`src/rtl/ws2812_pkg.sv`:
```
// ws2812_pkg: shared types and constants for the WS2812 one-wire LED driver.
//   - ws2812_state_e : frame sequencer states (IDLE, SEND, LATCH)
//   - DEF_*          : default timing in clk cycles (10 MHz clock)
//   - frame_bits()   : bits per colour frame (three channels)
//   - max_int()      : larger of two integers, used to size the shared counter
package ws2812_pkg;

    typedef enum logic [1:0] {
        IDLE  = 2'd0,
        SEND  = 2'd1,
        LATCH = 2'd2
    } ws2812_state_e;

    localparam int DEF_WIDTH        = 8;
    localparam int DEF_BIT_CYCLES   = 12;
    localparam int DEF_T0H_CYCLES   = 4;
    localparam int DEF_T1H_CYCLES   = 8;
    localparam int DEF_RESET_CYCLES = 600;

    function automatic int frame_bits(input int width);
        return 3 * width;
    endfunction

    function automatic int max_int(input int a, input int b);
        return (a > b) ? a : b;
    endfunction

endpackage

```
`src/rtl/ws2812_if.sv`:
```
// ws2812_if: colour/handshake bundle between the RGB mixer side and the
// WS2812 driver.
//   red/green/blue : channel levels, sampled when a frame is accepted
//   start          : level-sensitive frame request
//   data_out       : serial NRZ line to the LED
//   busy           : frame or latch gap in progress
//   done           : one-cycle pulse at the end of the latch gap
// Modports: master (colour source), slave (driver).
interface ws2812_if
    import ws2812_pkg::*;
#(
    parameter int WIDTH = DEF_WIDTH
);

    logic [WIDTH-1:0] red;
    logic [WIDTH-1:0] green;
    logic [WIDTH-1:0] blue;
    logic             start;
    logic             data_out;
    logic             busy;
    logic             done;

    modport master (
        output red, green, blue, start,
        input  data_out, busy, done
    );

    modport slave (
        input  red, green, blue, start,
        output data_out, busy, done
    );

endinterface

```
`src/rtl/ws2812_bit_timer.sv`:
```
// ws2812_bit_timer: shared cycle counter for the bit period and the latch gap.
//   clk, rst_n  : clock, asynchronous active-low reset
//   run         : count this cycle
//   restart     : force the count back to zero (frame start)
//   term        : terminal count; the counter wraps to zero after it
//   hi_cycles   : high time of the bit that will be current next cycle
//   wrap        : combinational strobe, counter is at term while running
//   hi_next     : next-cycle count is below hi_cycles (feeds the
//                 registered serial output so it lines up with the count)
module ws2812_bit_timer
    import ws2812_pkg::*;
#(
    parameter int CW = $clog2(max_int(DEF_BIT_CYCLES, DEF_RESET_CYCLES))
) (
    input  logic          clk,
    input  logic          rst_n,
    input  logic          run,
    input  logic          restart,
    input  logic [CW-1:0] term,
    input  logic [CW-1:0] hi_cycles,
    output logic          wrap,
    output logic          hi_next
);

    logic [CW-1:0] cyc_q;
    logic [CW-1:0] cyc_d;

    assign wrap = run && (cyc_q == term);

    always_comb begin
        cyc_d = cyc_q;
        if (restart) begin
            cyc_d = '0;
        end else if (run) begin
            cyc_d = wrap ? '0 : cyc_q + CW'(1);
        end
    end

    assign hi_next = (cyc_d < hi_cycles);

    always_ff @(posedge clk or negedge rst_n) begin
        if (!rst_n) begin
            cyc_q <= '0;
        end else begin
            cyc_q <= cyc_d;
        end
    end

endmodule

```
`src/rtl/ws2812_driver.sv`:
```
// ws2812_driver: serialises one {green, red, blue} colour frame, MSB first,
// onto a WS2812-style one-wire NRZ line, then holds the line low for the
// latch gap.
//   clk   : system clock
//   reset : asynchronous active-low reset (truncates a frame, no done pulse)
//   bus   : ws2812_if.slave (colour levels, start, data_out, busy, done)
// Optional build macro WS2812_AUTO_REFRESH_EN: after each latch gap the
// colours are re-sampled and the next frame starts without a start request.
//
// state | meaning
// IDLE  | line low, waiting for start
// SEND  | shifting frame bits out, one bit per BIT_CYCLES
// LATCH | line low for RESET_CYCLES so the LED latches the colour
module ws2812_driver
    import ws2812_pkg::*;
#(
    parameter int WIDTH        = DEF_WIDTH,
    parameter int BIT_CYCLES   = DEF_BIT_CYCLES,
    parameter int T0H_CYCLES   = DEF_T0H_CYCLES,
    parameter int T1H_CYCLES   = DEF_T1H_CYCLES,
    parameter int RESET_CYCLES = DEF_RESET_CYCLES
) (
    input  logic     clk,
    input  logic     reset,
    ws2812_if.slave  bus
);

    localparam int FRAME = frame_bits(WIDTH);
    localparam int CW    = $clog2(max_int(BIT_CYCLES, RESET_CYCLES));
    localparam int BW    = $clog2(FRAME);

    localparam logic [CW-1:0] BIT_TERM   = CW'(BIT_CYCLES - 1);
    localparam logic [CW-1:0] RESET_TERM = CW'(RESET_CYCLES - 1);
    localparam logic [CW-1:0] T0H_C      = CW'(T0H_CYCLES);
    localparam logic [CW-1:0] T1H_C      = CW'(T1H_CYCLES);
    localparam logic [BW-1:0] LAST_BIT   = BW'(FRAME - 1);

    if (!((T0H_CYCLES > 0) && (T0H_CYCLES < T1H_CYCLES) &&
          (T1H_CYCLES < BIT_CYCLES) && (RESET_CYCLES > 0))) begin : g_bad_timing
        $fatal(1, "ws2812_driver: need 0 < T0H_CYCLES < T1H_CYCLES < BIT_CYCLES and RESET_CYCLES > 0");
    end

    ws2812_state_e    state_q, state_d;
    logic [FRAME-1:0] shift_q, shift_d;
    logic [BW-1:0]    bit_idx_q, bit_idx_d;
    logic             data_out_q, data_out_d;
    logic             busy_q, busy_d;
    logic             done_q, done_d;

    logic             t_run;
    logic             t_restart;
    logic [CW-1:0]    t_term;
    logic [CW-1:0]    t_hi;
    logic             t_wrap;
    logic             t_hi_next;
    logic [FRAME-1:0] frame_load;

    assign frame_load = {bus.green, bus.red, bus.blue};

    // Timer controls depend only on the current state so the wrap strobe
    // never loops back through the next-state logic.
    assign t_run     = (state_q == SEND) || (state_q == LATCH);
    assign t_restart = (state_q == IDLE) && bus.start;
    assign t_term    = (state_q == LATCH) ? RESET_TERM : BIT_TERM;
    // High time is chosen from the bit that will be current after this edge.
    assign t_hi      = shift_d[FRAME-1] ? T1H_C : T0H_C;

    ws2812_bit_timer #(
        .CW (CW)
    ) u_bit_timer (
        .clk       (clk),
        .rst_n     (reset),
        .run       (t_run),
        .restart   (t_restart),
        .term      (t_term),
        .hi_cycles (t_hi),
        .wrap      (t_wrap),
        .hi_next   (t_hi_next)
    );

    always_comb begin
        state_d   = state_q;
        shift_d   = shift_q;
        bit_idx_d = bit_idx_q;
        busy_d    = busy_q;
        done_d    = 1'b0;

        case (state_q)
            IDLE: begin
                if (bus.start) begin
                    state_d   = SEND;
                    shift_d   = frame_load;
                    bit_idx_d = '0;
                    busy_d    = 1'b1;
                end
            end

            SEND: begin
                if (t_wrap) begin
                    shift_d   = {shift_q[FRAME-2:0], 1'b0};
                    bit_idx_d = bit_idx_q + BW'(1);
                    if (bit_idx_q == LAST_BIT) begin
                        state_d   = LATCH;
                        bit_idx_d = '0;
                    end
                end
            end

            LATCH: begin
                if (t_wrap) begin
                    done_d = 1'b1;
`ifdef WS2812_AUTO_REFRESH_EN
                    state_d   = SEND;
                    shift_d   = frame_load;
                    bit_idx_d = '0;
                    busy_d    = 1'b1;
`else
                    state_d   = IDLE;
                    busy_d    = 1'b0;
`endif
                end
            end

            default: begin
                state_d   = IDLE;
                shift_d   = '0;
                bit_idx_d = '0;
                busy_d    = 1'b0;
            end
        endcase
    end

    // The line is only ever high while sending, during the high part of a bit.
    always_comb begin
        data_out_d = 1'b0;
        if (state_d == SEND) begin
            data_out_d = t_hi_next;
        end
    end

    always_ff @(posedge clk or negedge reset) begin
        if (!reset) begin
            state_q    <= IDLE;
            shift_q    <= '0;
            bit_idx_q  <= '0;
            data_out_q <= 1'b0;
            busy_q     <= 1'b0;
            done_q     <= 1'b0;
        end else begin
            state_q    <= state_d;
            shift_q    <= shift_d;
            bit_idx_q  <= bit_idx_d;
            data_out_q <= data_out_d;
            busy_q     <= busy_d;
            done_q     <= done_d;
        end
    end

    assign bus.data_out = data_out_q;
    assign bus.busy     = busy_q;
    assign bus.done     = done_q;

endmodule

```
`src/flat_wrapper.sv`:
```
// flat-port wrapper written by rule: the top's interface ports become plain ports
module ws2812_driver_flat import ws2812_pkg::*;
#(
    parameter int WIDTH        = DEF_WIDTH,
    parameter int BIT_CYCLES   = DEF_BIT_CYCLES,
    parameter int T0H_CYCLES   = DEF_T0H_CYCLES,
    parameter int T1H_CYCLES   = DEF_T1H_CYCLES,
    parameter int RESET_CYCLES = DEF_RESET_CYCLES
)
  (clk, reset, bus_red, bus_green, bus_blue, bus_start, bus_data_out, bus_busy, bus_done);
  ws2812_if #(.WIDTH(WIDTH)) bus_i ();
  input  logic clk;
  input  logic reset;
  input wire logic [$bits(bus_i.red)-1:0] bus_red;
  input wire logic [$bits(bus_i.green)-1:0] bus_green;
  input wire logic [$bits(bus_i.blue)-1:0] bus_blue;
  input wire logic [$bits(bus_i.start)-1:0] bus_start;
  output wire logic [$bits(bus_i.data_out)-1:0] bus_data_out;
  output wire logic [$bits(bus_i.busy)-1:0] bus_busy;
  output wire logic [$bits(bus_i.done)-1:0] bus_done;
  assign bus_i.red = bus_red;
  assign bus_i.green = bus_green;
  assign bus_i.blue = bus_blue;
  assign bus_i.start = bus_start;
  assign bus_data_out = bus_i.data_out;
  assign bus_busy = bus_i.busy;
  assign bus_done = bus_i.done;
  ws2812_driver #(.WIDTH(WIDTH), .BIT_CYCLES(BIT_CYCLES), .T0H_CYCLES(T0H_CYCLES), .T1H_CYCLES(T1H_CYCLES), .RESET_CYCLES(RESET_CYCLES)) u_core (.clk(clk), .reset(reset), .bus(bus_i));
endmodule
```
`config.mk`:
```
export PLATFORM = sky130hd
export DESIGN_NAME = ws2812_driver_flat
export DESIGN_NICKNAME = d
export VERILOG_FILES = /design/src/rtl/ws2812_pkg.sv /design/src/rtl/ws2812_if.sv /design/src/rtl/ws2812_bit_timer.sv /design/src/rtl/ws2812_driver.sv /design/src/flat_wrapper.sv
export SDC_FILE = /design/constraint.sdc
export NUM_CORES = 1
export LEC_CHECK = 0
export CORE_MARGIN = 1.5
export CORE_UTILIZATION = 35
export CTS_CLUSTER_DIAMETER = 100
export CTS_CLUSTER_SIZE = 20
export DETAILED_ROUTE_END_ITERATION = 16
export HOLD_SLACK_MARGIN = 0.02
export PLACE_DENSITY_LB_ADDON = 0.15
export SETUP_SLACK_MARGIN = 0.2
export SLEW_MARGIN = 30
export SYNTH_ARGS = -nofsm -noshare
export SYNTH_HDL_FRONTEND = slang
export SYNTH_SLANG_ARGS = --single-unit
```
`constraint.sdc`:
```
create_clock -name clk -period 3.3 [get_ports clk]
set_input_delay 0.33 -clock clk [delete_from_list [all_inputs] [get_ports clk]]
set_output_delay 0.33 -clock clk [all_outputs]
set_load 0.01 [all_outputs]
```
==> results of run 1 <==
[flip-flops by register name, indices dropped and copies added (netlist names)]
register,cells
u_core.u_bit_timer.cyc_q,10
u_core.bit_idx_q,5
u_core.bus.data_out,1
u_core.shift_q,24
u_core.bus.done,1
u_core.bus.busy,1
u_core.state_q,2
[through the flow]
| stage | worst slack (ps) | hold WS (ps) |
|---|---|---|
| floorplan | 570.6 | 34.41 |
| global placement | 494.4 | 446.3 |
| detailed placement | 415.5 | 368.1 |
| CTS | 375.5 | 34.33 |
| global route | 248.6 | 59.54 |
| finish | 414.2 | 12.41 |
[area by class of cell]
cell class / count / area (um2) / share of cell area, %
tap: 77 / 96.34 / 3.492
clock buffer: 5 / 68.82 / 2.494
multi-input combinational: 174 / 1109 / 40.18
timing repair buffer: 33 / 317.8 / 11.52
clock inverter: 3 / 47.55 / 1.723
sequential: 44 / 1101 / 39.91
inverter: 5 / 18.77 / 0.6803
[synth_stat cells (2+ instances only)]
library cell  number  area (um2)
a2111o_1           2       22.52
a21oi_1            6       30.03
a221oi_2           2       30.03
a22o_1             5       43.79
a22oi_1           22       165.2
and2_1             3       18.77
and3_1             3       18.77
buf_2              4       20.02
clkbuf_1           6       22.52
dfrtp_1           44        1101
ha_1               7       87.58
inv_1              5       18.77
mux2_2             2       22.52
nand2_1           55       206.5
nand2b_1           4       25.02
nand3_1            4       20.02
nand4_1            4       25.02
nor2_1            15       56.30
nor3_1             3       15.01
nor3_2             2       20.02
o21ai_0            4       20.02
o41ai_1            2       17.52
xnor2_1            4       35.03
xor2_1             4       35.03
[critical path: stages (launching register included)]
cell and delay, ps:
dfrtp_1 470, or4b_4 560, mux2_2 300, nor4_1 370, a221oi_2 70, or2_1 240, ha_1 180, a2111o_1 290
a2111oi_2 290
[per-layer routing]
layer  part of all wire [%]  vias to the layer above  GRT usage [%]  wire [um]
li1                       -                      895              -          -
met1                     51                      874          21.56       2446
met2                     45                       20          23.24       2172
met3                    2.9                        7          4.055        140
met4                    1.7                        0          4.471         81
met5                      0                        -              0          0
[final timing paths]
check | startpoint | endpoint | cells past startpoint
setup / recovery | u_core.u_bit_timer.cyc_q[6] | u_core.bus.data_out | 8
hold / removal | reset | u_core.bit_idx_q[1] | 1
setup reg to reg | u_core.u_bit_timer.cyc_q[6] | u_core.bus.data_out | 8
hold reg to reg | u_core.shift_q[7] | u_core.shift_q[8] | 2
max in group asynchronous | reset | u_core.bus.busy | 1
min in group clk | u_core.shift_q[7] | u_core.shift_q[8] | 2
[cell families (layout without fill, tap and decap cells)]
group | Yosys count | after routing | synth area share (%)
AO/OA/AOI/OAI | 51 | 51 | 17.54
multiplexers | 3 | 3 | 1.425
adder cells (fa/ha/maj) | 7 | 7 | 3.838
buffers and inverters | 16 | 46 | 3.180
AND/OR/NAND/NOR | 105 | 105 | 22.70
XOR/XNOR | 8 | 8 | 3.070
flip-flops | 44 | 44 | 48.25
[layout by cell type (no fill, tap or decap), drive strengths merged, types with 3 or more instances in the layout]
| master | synthesis | layout |
|---|---|---|
| o21ai | 4 | 4 |
| nand4 | 4 | 4 |
| buf | 5 | 5 |
| a22o | 5 | 5 |
| clkdlybuf4s50 | 0 | 28 |
| nor3 | 5 | 5 |
| a22oi | 22 | 22 |
| and2 | 3 | 3 |
| xor2 | 4 | 4 |
| nor2 | 15 | 15 |
| nand2b | 4 | 4 |
| nand2 | 55 | 55 |
| dfrtp | 44 | 44 |
| clkbuf | 6 | 5 |
| a21oi | 7 | 7 |
| xnor2 | 4 | 4 |
| and3 | 3 | 3 |
| ha | 7 | 7 |
| nand3 | 4 | 4 |
| inv | 5 | 5 |
[power groups by stage]
stage / Clock [mW] / Sequential (mW) / Combinational, mW
after floorplan: 0 / 0.550 / 0.000248
after global placement: 0 / 0.549 / 0.0439
after detailed placement: 0 / 0.549 / 0.0438
after CTS: 0.442 / 0.539 / 0.0442
after global routing: 0.463 / 0.539 / 0.0471
final: 0.426 / 0.539 / 0.0427
==> flow_summary_export.csv, run 1 <==
group,metric,value,unit
status,status,"finished, final reports clean",
pwr,p_sw_share,21.23,%
route,viasPerCell,5.267,
synthesis,synth-edff-count,0,
floorplanning,die_x,83.75,um
placed_design,dp_hpwl,3244,um
critical_path,ff2ff_setup_slack,410,ps
global_routing,grt_overflow,0,
global_routing,grt_pass1_wl,8707,um
floorplanning,row_count,29,
layout,final_net_count,297,
pwr,internal-power,793.5,uW
sta,slew_violations,0,
critical_path,required,3490,ps
global_routing,antenna_found_initial,0,
clock_tree,postCtsSetupBuffers,0,
route,dr.pass1.iters,4,
synthesis,synth.avg_cell_area,9.753,um2
pwr,p_per_area,365.1,nW/um2
route,ant_nets,0,
sta,finalClockSkew,8.268,ps
clock_tree,cts_buffers,5,
synthesis,syn_area,2282,um2
synthesis,ys_async_sr_fraction,100.0,%
pwr,p_clk_share,42.3,%
worst_hold_path,hold_class,"input port to asynchronous set/reset pin",
pwr,p_switching,213.8,uW
placed_design,dp_cells,333,
route,routedWlPerCell,14.19,um
route,drt-initial-drc-count,105,
synthesis,ys.flop_type,"dfrtp_1",
layout,antennaDiodeCount,0,
floorplanning,pin_count,30,
pwr,vdd_ir_drop_max,0.0002846,V
global_routing,grt_max_degree,45,
critical_path,cp-end-kind,"register",
sta,period_needed,2886,ps
sta,slew_headroom,62.77,%
layout,drive_above_1_share,9.470,%
synthesis,synth-seq-area-share,48.25,%
layout,final_core_util,43.70,%
layout,fin_area,2759,um2
clock_tree,cts_resized,0,
layout,syn2layout_area_growth,20.89,%
global_routing,grt_pass1_vias,1792,
sta,rsz0062_at_grt,"no",
sta,finalHoldViolCount,0,
pwr,p_comb_share,4.2,%
pwr,leakage,1.250,nW
clock_tree,clock_sinks,44,
pwr,p_seq_share,53.5,%
route,drc,0,
sta,worst_slew_pin_slew,558.5,ps
synthesis,synth.net_count,268,
clock_tree,clk_latency,300,ps
floorplanning,initial_core_util,36.15,%
synthesis,synth_seq_cells,44,
floorplanning,design.core.area,6314,um2
flow_run,max_cap_violations,0,
placed_design,dpl-instance-area,2643,um2
clock_tree,clockBufferDepth,2,
clock_tree,cts_tree,"yes",
global_routing,grt_use_total,15.31,%
clock_tree,clockRootBuffer,"clkbuf_8",
synthesis,yosysWarningCount,0,
sta,final-setup-viol-count,0,
critical_path,start_kind,"register",
route,vias,1796,
clock_tree,path_clk_slew,90,ps
sta,setup-tns-final,0,ps
layout,finalNonFillerCells,341,
floorplanning,dieHeight,83.75,um
sta,period_share,87.45,%
floorplanning,die-area,7014,um2
critical_path,cp_max_fo,8,
placed_design,gp_congestion,0.8095,
clock_tree,postCtsHoldBufs,0,
synthesis,synth_cell_types,46,
clock_tree,h-tree-depth,2,
route,wl,4840,um
synthesis,synthesis.instances,234,
placed_design,port_buffers,29,
pwr,power.total,1.007,mW
layout,fillers,630,
critical_path,worstPathArrival,3080,ps
critical_path,critPathKind,"register to register",
sta,max_freq,346.5,MHz
(Power assumes the default switching activity.)
==> inputs of run 2 (changes only) <==
- CAP_MARGIN: not set -> 20
- CTS_CLUSTER_SIZE: 20 -> 10
==> results of run 2 <==
The final DEF is identical to that of run 1; final timing and power are the same.
